File: src/rtl/rvfi_chk_pkg.sv
// Shared types and constants for the RVFI register-file consistency checker.
package rvfi_chk_pkg;

  localparam int unsigned ORDER_W   = 64;
  localparam int unsigned REGADDR_W = 5;

  typedef enum logic [2:0] {
    ErrNone  = 3'd0,
    ErrRs1   = 3'd1,
    ErrRs2   = 3'd2,
    ErrRd0   = 3'd3,
    ErrOrder = 3'd4
  } err_kind_t;

  function automatic logic [2:0] popcount4(input logic [3:0] v);
    popcount4 = 3'(v[0]) + 3'(v[1]) + 3'(v[2]) + 3'(v[3]);
  endfunction

endpackage

File: src/rtl/rvfi_reg_shadow.sv
// Shadow integer register file with known bits, NRET ordered write ports and
// 2*NRET read ports (rs1 on port 2k, rs2 on port 2k+1) bypassing from lower channels.
module rvfi_reg_shadow import rvfi_chk_pkg::*; #(
  parameter int unsigned XLEN      = 32,
  parameter int unsigned NRET      = 1,
  parameter int unsigned NREGS     = 32,
  parameter bit          ZERO_INIT = 1'b1
) (
  input  logic                          clk_i,
  input  logic                          rst_i,
  input  logic [NRET-1:0]               wr_en_i,
  input  logic [REGADDR_W*NRET-1:0]     wr_addr_i,
  input  logic [XLEN*NRET-1:0]          wr_data_i,
  input  logic [REGADDR_W*2*NRET-1:0]   rd_addr_i,
  output logic [XLEN*2*NRET-1:0]        rd_data_o,
  output logic [2*NRET-1:0]             rd_known_o
);

  localparam int unsigned IdxW = (NREGS > 1) ? $clog2(NREGS) : 1;
  localparam int unsigned AddrW1 = REGADDR_W + 1;
  localparam logic [REGADDR_W:0] NregsW = AddrW1'(NREGS);
  localparam logic [NREGS-1:0] KnownRst = ZERO_INIT ? {NREGS{1'b1}} : NREGS'(1);

  logic [XLEN-1:0]  regs_q [NREGS];
  logic [XLEN-1:0]  regs_d [NREGS];
  logic [NREGS-1:0] known_q, known_d;
  logic [NRET-1:0]  we;

  function automatic logic in_range(input logic [REGADDR_W-1:0] a);
    in_range = ({1'b0, a} < NregsW);
  endfunction

  function automatic logic [IdxW-1:0] to_idx(input logic [REGADDR_W-1:0] a);
    to_idx = a[IdxW-1:0];
  endfunction

  // x0 and out-of-range addresses never write, so x0 stays 0 and known.
  always_comb begin
    we = '0;
    for (int k = 0; k < NRET; k++) begin
      we[k] = wr_en_i[k] && (wr_addr_i[k*REGADDR_W +: REGADDR_W] != '0) &&
              in_range(wr_addr_i[k*REGADDR_W +: REGADDR_W]);
    end
  end

  // Ascending channel order: the highest colliding channel wins.
  always_comb begin
    regs_d  = regs_q;
    known_d = known_q;
    for (int k = 0; k < NRET; k++) begin
      if (we[k]) begin
        regs_d[to_idx(wr_addr_i[k*REGADDR_W +: REGADDR_W])]  = wr_data_i[k*XLEN +: XLEN];
        known_d[to_idx(wr_addr_i[k*REGADDR_W +: REGADDR_W])] = 1'b1;
      end
    end
  end

  always_comb begin
    rd_data_o  = '0;
    rd_known_o = '0;
    for (int p = 0; p < 2 * NRET; p++) begin
      if (in_range(rd_addr_i[p*REGADDR_W +: REGADDR_W])) begin
        rd_data_o[p*XLEN +: XLEN] = regs_q[to_idx(rd_addr_i[p*REGADDR_W +: REGADDR_W])];
        rd_known_o[p]             = known_q[to_idx(rd_addr_i[p*REGADDR_W +: REGADDR_W])];
      end
      for (int j = 0; j < p / 2; j++) begin
        if (we[j] && (wr_addr_i[j*REGADDR_W +: REGADDR_W] ==
                      rd_addr_i[p*REGADDR_W +: REGADDR_W])) begin
          rd_data_o[p*XLEN +: XLEN] = wr_data_i[j*XLEN +: XLEN];
          rd_known_o[p]             = 1'b1;
        end
      end
    end
  end

  always_ff @(posedge clk_i) begin
    if (rst_i) begin
      for (int i = 0; i < NREGS; i++) begin
        regs_q[i] <= '0;
      end
      known_q <= KnownRst;
    end else begin
      regs_q  <= regs_d;
      known_q <= known_d;
    end
  end

endmodule

File: src/rtl/rvfi_reg_check_multi.sv
// Multi-channel RVFI register-file consistency checker: compares rs1/rs2 reads
// against a shadow register file, checks x0 writes and retire order, captures the first error.
module rvfi_reg_check_multi import rvfi_chk_pkg::*; #(
  parameter int unsigned XLEN      = 32,
  parameter int unsigned NRET      = 1,
  parameter int unsigned NREGS     = 32,
  parameter bit          ZERO_INIT = 1'b1
) (
  input  logic                      clock_i,
  input  logic                      reset_i,
  input  logic                      check_i,
  input  logic [NRET-1:0]           rvfi_valid_i,
  input  logic [ORDER_W*NRET-1:0]   rvfi_order_i,
  input  logic [REGADDR_W*NRET-1:0] rvfi_rs1_addr_i,
  input  logic [REGADDR_W*NRET-1:0] rvfi_rs2_addr_i,
  input  logic [REGADDR_W*NRET-1:0] rvfi_rd_addr_i,
  input  logic [XLEN*NRET-1:0]      rvfi_rs1_rdata_i,
  input  logic [XLEN*NRET-1:0]      rvfi_rs2_rdata_i,
  input  logic [XLEN*NRET-1:0]      rvfi_rd_wdata_i,
  output logic                      error_o,
  output logic                      err_valid_o,
  output logic [2:0]                err_kind_o,
  output logic [1:0]                err_chan_o,
  output logic [ORDER_W-1:0]        err_order_o,
  output logic [31:0]               check_count_o
);

  logic [REGADDR_W*2*NRET-1:0] sh_raddr;
  logic [XLEN*2*NRET-1:0]      sh_rdata;
  logic [2*NRET-1:0]           sh_known;

  logic [NRET-1:0] e_rs1, e_rs2, e_rd0, e_ord;
  logic [NRET:0]   vprev;
  logic            any_err;
  err_kind_t       sel_kind;
  logic [1:0]      sel_chan;
  logic [ORDER_W-1:0] sel_order;
  logic [2:0]      n_ret;
  logic [32:0]     cnt_sum;

  logic               error_q, error_d;
  logic               err_valid_q, err_valid_d;
  err_kind_t          err_kind_q, err_kind_d;
  logic [1:0]         err_chan_q, err_chan_d;
  logic [ORDER_W-1:0] err_order_q, err_order_d;
  logic [31:0]        count_q, count_d;
  logic [ORDER_W-1:0] exp_order_q, exp_order_d;

  always_comb begin
    sh_raddr = '0;
    for (int k = 0; k < NRET; k++) begin
      sh_raddr[(2*k)*REGADDR_W +: REGADDR_W]   = rvfi_rs1_addr_i[k*REGADDR_W +: REGADDR_W];
      sh_raddr[(2*k+1)*REGADDR_W +: REGADDR_W] = rvfi_rs2_addr_i[k*REGADDR_W +: REGADDR_W];
    end
  end

  rvfi_reg_shadow #(
    .XLEN      (XLEN),
    .NRET      (NRET),
    .NREGS     (NREGS),
    .ZERO_INIT (ZERO_INIT)
  ) u_shadow (
    .clk_i      (clock_i),
    .rst_i      (reset_i),
    .wr_en_i    (rvfi_valid_i),
    .wr_addr_i  (rvfi_rd_addr_i),
    .wr_data_i  (rvfi_rd_wdata_i),
    .rd_addr_i  (sh_raddr),
    .rd_data_o  (sh_rdata),
    .rd_known_o (sh_known)
  );

  // vprev[k] is valid[k-1]; channel 0 has an implicit valid predecessor.
  assign vprev = {rvfi_valid_i, 1'b1};

  always_comb begin
    e_rs1 = '0;
    e_rs2 = '0;
    e_rd0 = '0;
    e_ord = '0;
    for (int k = 0; k < NRET; k++) begin
      e_rs1[k] = rvfi_valid_i[k] && sh_known[2*k] &&
                 (sh_rdata[(2*k)*XLEN +: XLEN] != rvfi_rs1_rdata_i[k*XLEN +: XLEN]);
      e_rs2[k] = rvfi_valid_i[k] && sh_known[2*k+1] &&
                 (sh_rdata[(2*k+1)*XLEN +: XLEN] != rvfi_rs2_rdata_i[k*XLEN +: XLEN]);
      e_rd0[k] = rvfi_valid_i[k] && (rvfi_rd_addr_i[k*REGADDR_W +: REGADDR_W] == '0) &&
                 (rvfi_rd_wdata_i[k*XLEN +: XLEN] != '0);
      e_ord[k] = rvfi_valid_i[k] && (!vprev[k] ||
                 (rvfi_order_i[k*ORDER_W +: ORDER_W] != exp_order_q + ORDER_W'(k)));
    end
  end

  // Descending scan so the lowest erroring channel is the one left selected.
  always_comb begin
    any_err   = 1'b0;
    sel_kind  = ErrNone;
    sel_chan  = '0;
    sel_order = '0;
    for (int k = NRET - 1; k >= 0; k--) begin
      if (e_rs1[k] || e_rs2[k] || e_rd0[k] || e_ord[k]) begin
        any_err   = 1'b1;
        sel_chan  = 2'(k);
        sel_order = rvfi_order_i[k*ORDER_W +: ORDER_W];
        if (e_rs1[k])      sel_kind = ErrRs1;
        else if (e_rs2[k]) sel_kind = ErrRs2;
        else if (e_rd0[k]) sel_kind = ErrRd0;
        else               sel_kind = ErrOrder;
      end
    end
  end

  assign n_ret   = popcount4(4'(rvfi_valid_i));
  assign cnt_sum = {1'b0, count_q} + 33'(n_ret);

  always_comb begin
    err_valid_d = 1'b0;
    error_d     = error_q;
    err_kind_d  = err_kind_q;
    err_chan_d  = err_chan_q;
    err_order_d = err_order_q;
    count_d     = count_q;
    exp_order_d = exp_order_q + ORDER_W'(n_ret);
    if (check_i) begin
      err_valid_d = any_err;
      error_d     = error_q | any_err;
      count_d     = cnt_sum[32] ? 32'hFFFF_FFFF : cnt_sum[31:0];
      if (any_err && !error_q) begin
        err_kind_d  = sel_kind;
        err_chan_d  = sel_chan;
        err_order_d = sel_order;
      end
    end
  end

  always_ff @(posedge clock_i) begin
    if (reset_i) begin
      error_q     <= 1'b0;
      err_valid_q <= 1'b0;
      err_kind_q  <= ErrNone;
      err_chan_q  <= '0;
      err_order_q <= '0;
      count_q     <= '0;
      exp_order_q <= '0;
    end else begin
      error_q     <= error_d;
      err_valid_q <= err_valid_d;
      err_kind_q  <= err_kind_d;
      err_chan_q  <= err_chan_d;
      err_order_q <= err_order_d;
      count_q     <= count_d;
      exp_order_q <= exp_order_d;
    end
  end

  assign error_o       = error_q;
  assign err_valid_o   = err_valid_q;
  assign err_kind_o    = err_kind_q;
  assign err_chan_o    = err_chan_q;
  assign err_order_o   = err_order_q;
  assign check_count_o = count_q;

endmodule

File: config.mk
export PLATFORM = sky130hd
export DESIGN_NAME = rvfi_reg_check_multi
export DESIGN_NICKNAME = d
export VERILOG_FILES = /design/src/rtl/rvfi_chk_pkg.sv /design/src/rtl/rvfi_reg_shadow.sv /design/src/rtl/rvfi_reg_check_multi.sv
export SDC_FILE = /design/constraint.sdc
export NUM_CORES = 2
export LEC_CHECK = 0
export BUFFER_PORTS_ARGS = -buffer_cell sky130_fd_sc_hd__buf_4
export CORE_MARGIN = 1
export CORE_UTILIZATION = 55
export DETAILED_ROUTE_END_ITERATION = 16
export PLACE_DENSITY = 0.72
export REMOVE_ABC_BUFFERS = 1
export SLEW_MARGIN = 20
export SYNTH_ARGS = -nofsm -noshare
export SYNTH_HDL_FRONTEND = slang
export SYNTH_HIERARCHICAL = 1
export SYNTH_SLANG_ARGS = --single-unit
export TNS_END_PERCENT = 20
File: constraint.sdc
create_clock -name clock_i -period 6.5 [get_ports clock_i]
set_clock_uncertainty 0.2 [all_clocks]
set_input_delay 0.65 -clock clock_i [delete_from_list [all_inputs] [get_ports clock_i]]
set_output_delay 0.65 -clock clock_i [all_outputs]
set_load 0.02 [all_outputs]
After elaboration in Yosys (flattened, before gate mapping)
Cells that the tools add are included.
- flip-flop bits (word level): 1221
- input port bits: 179
- output and inout port bits: 103
- word-level logic and storage cells: 100
- $add $sub $neg: 2
- order comparisons: 8
- equality and inequality tests: 3
- multiplexer cells: 22
- bitwise gates (word level): 6
- reduce and logical (&&, ||, !) cells: 20
- operators with widths (kind ; number):
    $bwmux W1024 ; 1
    $bmux W32 S5 ; 2
    $mux W32 ; 6
    $demux W32 S5 ; 1
    $add A64 B1 Y64 ; 1
    $mux W64 ; 1
    $ne A32 B32 Y1 ; 2
    $ne A64 B64 Y1 ; 1
    $add A32 B1 Y33 ; 1
    $or A32 B32 Y32 ; 1
    $reduce_bool A32 Y1 ; 1
    $ge A6 B6 Y1 const B ; 3
    $lt A5 B6 Y1 const B ; 3
    $not A5 Y6 ; 3
    $mux W3 ; 4
    $logic_and A1 B1 Y1 ; 11
    $bmux W1 S5 ; 2
    $lt A6 B1 Y1 const B ; 1
    $demux W1 S5 ; 1
    $ge A5 B1 Y1 const B ; 1
    $logic_not A5 Y1 ; 1
    $reduce_bool A5 Y1 ; 1
    $mux W1 ; 4
    $logic_or A1 B1 Y1 ; 3
    other kinds (5) ; 5

Longest topological paths before layout
- word-level depth: 12
- depth in mapped cells: 17
- gate-level depth less buffers: 12

By module
The synthesis kept the hierarchy.
- modules (own cells, without submodules) (module ; times used ; cells an instance ; area each (µm²) ; seq. area each (µm²)):
    rvfi_reg_shadow ; 1 ; 6986 ; 54066.9 ; 21140.3
    rvfi_reg_check_multi ; 1 ; 1017 ; 8637.0 ; 3303.2

Worst setup path after synthesis
No wires, ideal clock.
- path type: input to register
- from: input rvfi_rs2_addr_i[1]
- to: register err_kind_q[0], in the netlist err_kind_o[0]
- library setup time: 0.070 ns
- data arrival time: 3.635 ns
- required time: 6.230 ns
- slack: 2.595 ns
- cell stages on the path: 17
- path through: buf_2 -> buf_2 -> buf_2 -> buf_4 -> mux2i_1 -> a22oi_1 -> a31oi_1 -> nand3_1 -> xor2_1 -> nor4_1 -> nand4_1 -> o211a_1 -> o31ai_1 -> clkbuf_1 -> buf_2 -> nand3_1 -> a21oi_1
- word-level cells in the longest chain between the ends: 12
- ends and longest elaborated chain (item ; line ; source):
    start: declaration ; rvfi_reg_check_multi.sv:15 ; input logic [REGADDR_W*NRET-1:0] rvfi_rs2_addr_i,
    $not A5 Y6 (not written as such) * ; rvfi_reg_shadow.sv:63 ; rd_data_o[p*XLEN +: XLEN] = regs_q[to_idx(rd_addr_i[p*REGADDR_W +: REGADDR_W])];
    $bmux W32 S5 * ; rvfi_reg_shadow.sv:63 ;
    $mux W32 (not written as such) * (2 in a row) ; rvfi_reg_shadow.sv:63 ;
    via sh_rdata[61] ; rvfi_reg_check_multi.sv:29 ; logic [XLEN*2*NRET-1:0] sh_rdata;
    $ne A32 B32 Y1 * ; rvfi_reg_check_multi.sv:85 ; (sh_rdata[(2*k+1)*XLEN +: XLEN] != rvfi_rs2_rdata_i[k*XLEN +: XLEN]);
    $logic_and A1 B1 Y1 * ; rvfi_reg_check_multi.sv:84 ; e_rs2[k] = rvfi_valid_i[k] && sh_known[2*k+1] &&
    $logic_or A1 B1 Y1 (3 in a row) ; rvfi_reg_check_multi.sv:100 ; if (e_rs1[k] || e_rs2[k] || e_rd0[k] || e_ord[k]) begin
    $mux W1 ; rvfi_reg_check_multi.sv:100 ;
    $logic_and A1 B1 Y1 ; rvfi_reg_check_multi.sv:127 ; if (any_err && !error_q) begin
    $reduce_and A2 Y1 (no source line) ; -- ;
    end signal: assignment ; rvfi_reg_check_multi.sv:139 ; err_kind_q <= ErrNone;
    end signal: assignment ; rvfi_reg_check_multi.sv:147 ; err_kind_q <= err_kind_d;
    end: declaration ; rvfi_reg_check_multi.sv:43 ; err_kind_t err_kind_q, err_kind_d;
Mark *: on every way through the listed nets, which the timed path passes. The rest lies on a longest branch. The select of a mux whose other input is x is not followed.
A chain may end at the register's enable or synchronous reset.

Final worst setup path
- from: input rvfi_rs2_addr_i[1]
- to: register err_order_q[47], in the netlist err_order_o[47]
- word-level cells in the longest chain between the ends: 12
- ends and longest elaborated chain (item ; line ; source):
    $not A5 Y6 (not written as such) * ; rvfi_reg_shadow.sv:63 ;
    $bmux W32 S5 * ; rvfi_reg_shadow.sv:63 ;
    $mux W32 (not written as such) * (2 in a row) ; rvfi_reg_shadow.sv:63 ;
    via sh_rdata[32] ; rvfi_reg_check_multi.sv:29 ;
    $ne A32 B32 Y1 * ; rvfi_reg_check_multi.sv:85 ;
    $logic_and A1 B1 Y1 * ; rvfi_reg_check_multi.sv:84 ;
    $logic_or A1 B1 Y1 * (3 in a row) ; rvfi_reg_check_multi.sv:100 ;
    $mux W1 ; rvfi_reg_check_multi.sv:100 ;
    $logic_and A1 B1 Y1 ; rvfi_reg_check_multi.sv:127 ;
    $reduce_and A2 Y1 (no source line) ; -- ;
    end signal: assignment ; rvfi_reg_check_multi.sv:149 ; err_order_q <= err_order_d;
    end: declaration ; rvfi_reg_check_multi.sv:45 ; logic [ORDER_W-1:0] err_order_q, err_order_d;
Marks and branches as above.

==> metrics.md <==
| Metric | Value |
|---|---|
| Worst setup SP type | input port |
| Worst skew pair latency | 0.77 ns |
| Syn Inst Count | 8003 |
| DR WL/cell | 25.88 um |
| Yosys top cell by area | dfxtp_1 |
| CTS root buf | clkbuf_16 |
| DR pass1 iterations | 9 |
| Synthesis Warnings | 6 |
| Nets | 8083 |
| Setup violators final | 0 |
| Clk buf depth | 3 |
| Mean post-synth cell area | 7.835 um^2 |
| Initial antenna violation count | 5 |
| CP top delay family | compound AO/OA/AOI/OAI gates |
| Least-Margin Pin Slew | 1.253 ns |
| Post-synth top area share | 0.3898 |
| Post-synth EDFFs | 0 |
| Ranking of synthesized cells by area | dfxtp_1 (39%), mux2i_1 (17%), nand2_1 (14%) |
| Final min period | 5.719 ns |
| LEAKAGE | 25.93 nW |
| Number of buffers created by CTS | 134 |
| Share of cells above drive strength 1 | 0.09599 |
| Maximum vdd drop | 270.6 uV |
| Die area | 115400 um^2 |
| Largest net degree at the start of global routing | 224 |
| Post-synth ARST share | 0 |
| Iter 0 DRT Violations | 9177 |
| Die Height | 339.7 um |
| Overflow after GRT | 0 |
| Final period utilization | 0.8798 |
| Die W | 339.7 um |
| Rel. slew slack | 0.1647 |
| Ys flop type | dfxtp_1 |
| CTS resizes | 0 |
| DR vias/cell | 6.564 |
| Vias | 62379 |
| Achievable Freq | 174.9 MHz |
| CP arrival | 6.10 ns |
| Count leader, synth | nand2_1 |
| Cell Rows | 123 |
| Core area | 112800 um^2 |
| Hold Crit Class | in2reg |
| Cts hold-fix bufs | 35 |
| Yosys reg bits | 1221 |
| Critical Path RT | 6.88 ns |
| GRT Overall Usage | 0.4051 |
| Routed wire length | 245900 um |
| Synth-to-Final Area Change | 12.55% |
| Finished Layout Cells | 9503 |
| Max cap viols | 0 |
| Final Util | 0.6256 |
| Worst Path Buf+Inv | 5 |
| Final hold violation count | 0 |
| Critical Path, Cell by Cell | buf_8 > buf_12 > buf_12 > buf_12 > mux2i_1 > a22o_1 > nor3_1 > a31oi_1 > nand3_1 > xor2_1 > nor4_2 > nand4_1 > o211ai_1 > nand2_2 > buf_4 > o311ai_0 > a21oi_1 |
| Critical path's largest stage delay | 0.67 ns |
| CTS tree | done |
| Clock Pin Slew Worst Setup and Hold Paths | 0.06 ns |
| Clk sinks | 1221 |
| Post-CTS setup buffer count | 0 |
| Number of global-route vias before repair | 58570 |
| Most common cell on crit path | buf_12 |
| IO Count | 282 |
| Post-synth top cells | nand2_1 (2257), a21oi_1 (1296), dfxtp_1 (1221) |
| Dpl cells | 9228 |
| Sequential area share after synthesis | 0.3898 |
| Critical path peak fanout | 67 |
| RSZ-0062 raised after global routing | false |
| Crit Path Class | in2reg |
| Pwr/cell area | 244.6 nW/um^2 |
| Detailed-route DRC error count | 0 |
| HPWL after detailed placement | 144000 um |
| PortBufs | 279 |
| H-tree depth | 4 |
| Min Hold Slack | 0.02451 ns |
| First-pass GRT wire length | 359800 um |
| GPL Wtd Cong | 0.9727 |
| Synth unique cells | 56 |
| Post-synthesis cell area | 62700 um^2 |
| Slowest cell on crit path | a31oi_1 |
| Initial Utilization | 0.5559 |
| Setup crit end kind | register |
| Setup tns final | 0 ns |
| Antenna viol nets, final | 0 |
| Max-slew violations | 0 |
| Status | finished, final reports clean |
kinds of logic (layout without fill, tap and decap cells):
group / after synthesis / after routing / synth area share
buf+inv: 756 / 753 / 0.05054
compound gates: 1781 / 1781 / 0.1637
other cells: 1 / 4 / 0.00005980
fa+ha+maj: 4 / 4 / 0.0007982
xor+xnor: 201 / 201 / 0.02808
simple gates: 2983 / 2983 / 0.1984
flops: 1221 / 1221 / 0.3898
mux: 1056 / 1056 / 0.1686
power by group:
part	internal (mW)	total [mW]	switching, mW
logic	0.634	1.95	1.32
registers	7.56	7.61	0.0551
clock network	4.43	7.70	3.27
total	12.6	17.3	4.64
metal layers:
metal / GRT usage / vias to the layer above / part of all wire
li1: - / 27391 / -
met1: 0.5089 / 29436 / 0.37
met2: 0.5996 / 4534 / 0.42
met3: 0.1038 / 1014 / 0.13
met4: 0.2977 / 4 / 0.078
met5: 0 / - / 0.000098
path summary, 6_finish.rpt:
check / start / to / slack, ns / cells after the start
worst max-delay path: rvfi_rs2_addr_i[1] / err_order_o[47] / 0.78 / 17
worst min-delay path: rvfi_order_i[16] / err_order_o[16] / 0.02 / 3
worst max register to register: u_shadow/regs_q[938] / err_order_o[47] / 1.60 / 13
worst min register to register: err_kind_o[1] / err_kind_o[1] / 0.26 / 2
cell type report:
class | instances | area (um^2)
repair buffers | 502 | 4387
flip-flops and latches | 1221 | 24440
clock buffers | 191 | 3904
diodes | 2 | 5.005
inverters | 14 | 52.55
multi-input cells | 6027 | 35440
clock inverters | 46 | 466.7
well taps | 1500 | 1877
fillers | 9626 | 42240
placed cells by master (no fill, tap or decap), types with 82 or more instances in the layout:
master,count
a21oi_1,1295
a22o_1,132
a22oi_1,198
buf_4,424
clkbuf_16,139
dfxtp_1,1221
mux2i_1,1056
nand2_1,2232
nand3_1,298
nor2_1,83
nor3_1,82
xnor2_1,121
sequential cells by signal (all words and copies together), names as in the netlist:
| name | count |
|---|---|
| check_count_o | 32 |
| exp_order_q | 64 |
| u_shadow/regs_q | 1024 |
| err_valid_o | 1 |
| error_o | 1 |
| err_kind_o | 3 |
| err_order_o | 64 |
| u_shadow/known_q | 32 |
per-stage QoR:
step                setup WS, ns  total power, mW  instance area [um^2]
floorplan                 -5.002            8.561                 59590
global placement          0.4270            9.598                 65780
detailed placement        0.3940            9.612                 65780
CTS                        1.157            17.17                 70500
global route              0.8171            17.61                 70570
finish                    0.7812            17.26                 70570
worst reg2reg max path, stage by stage (launching register included):
cell      delay (ns)
dfxtp_1         0.33
mux2i_1         0.14
a22o_1          0.16
nor3_1          0.06
a31oi_1         0.41
nand3_1         0.30
xor2_1          0.22
nor4_1          0.78
nand4_1         0.55
o211ai_1        0.52
nand2_2         0.08
buf_4           0.30
o311ai_0        0.52
a21oi_1         0.15
Power figures use the tool's default switching activity.
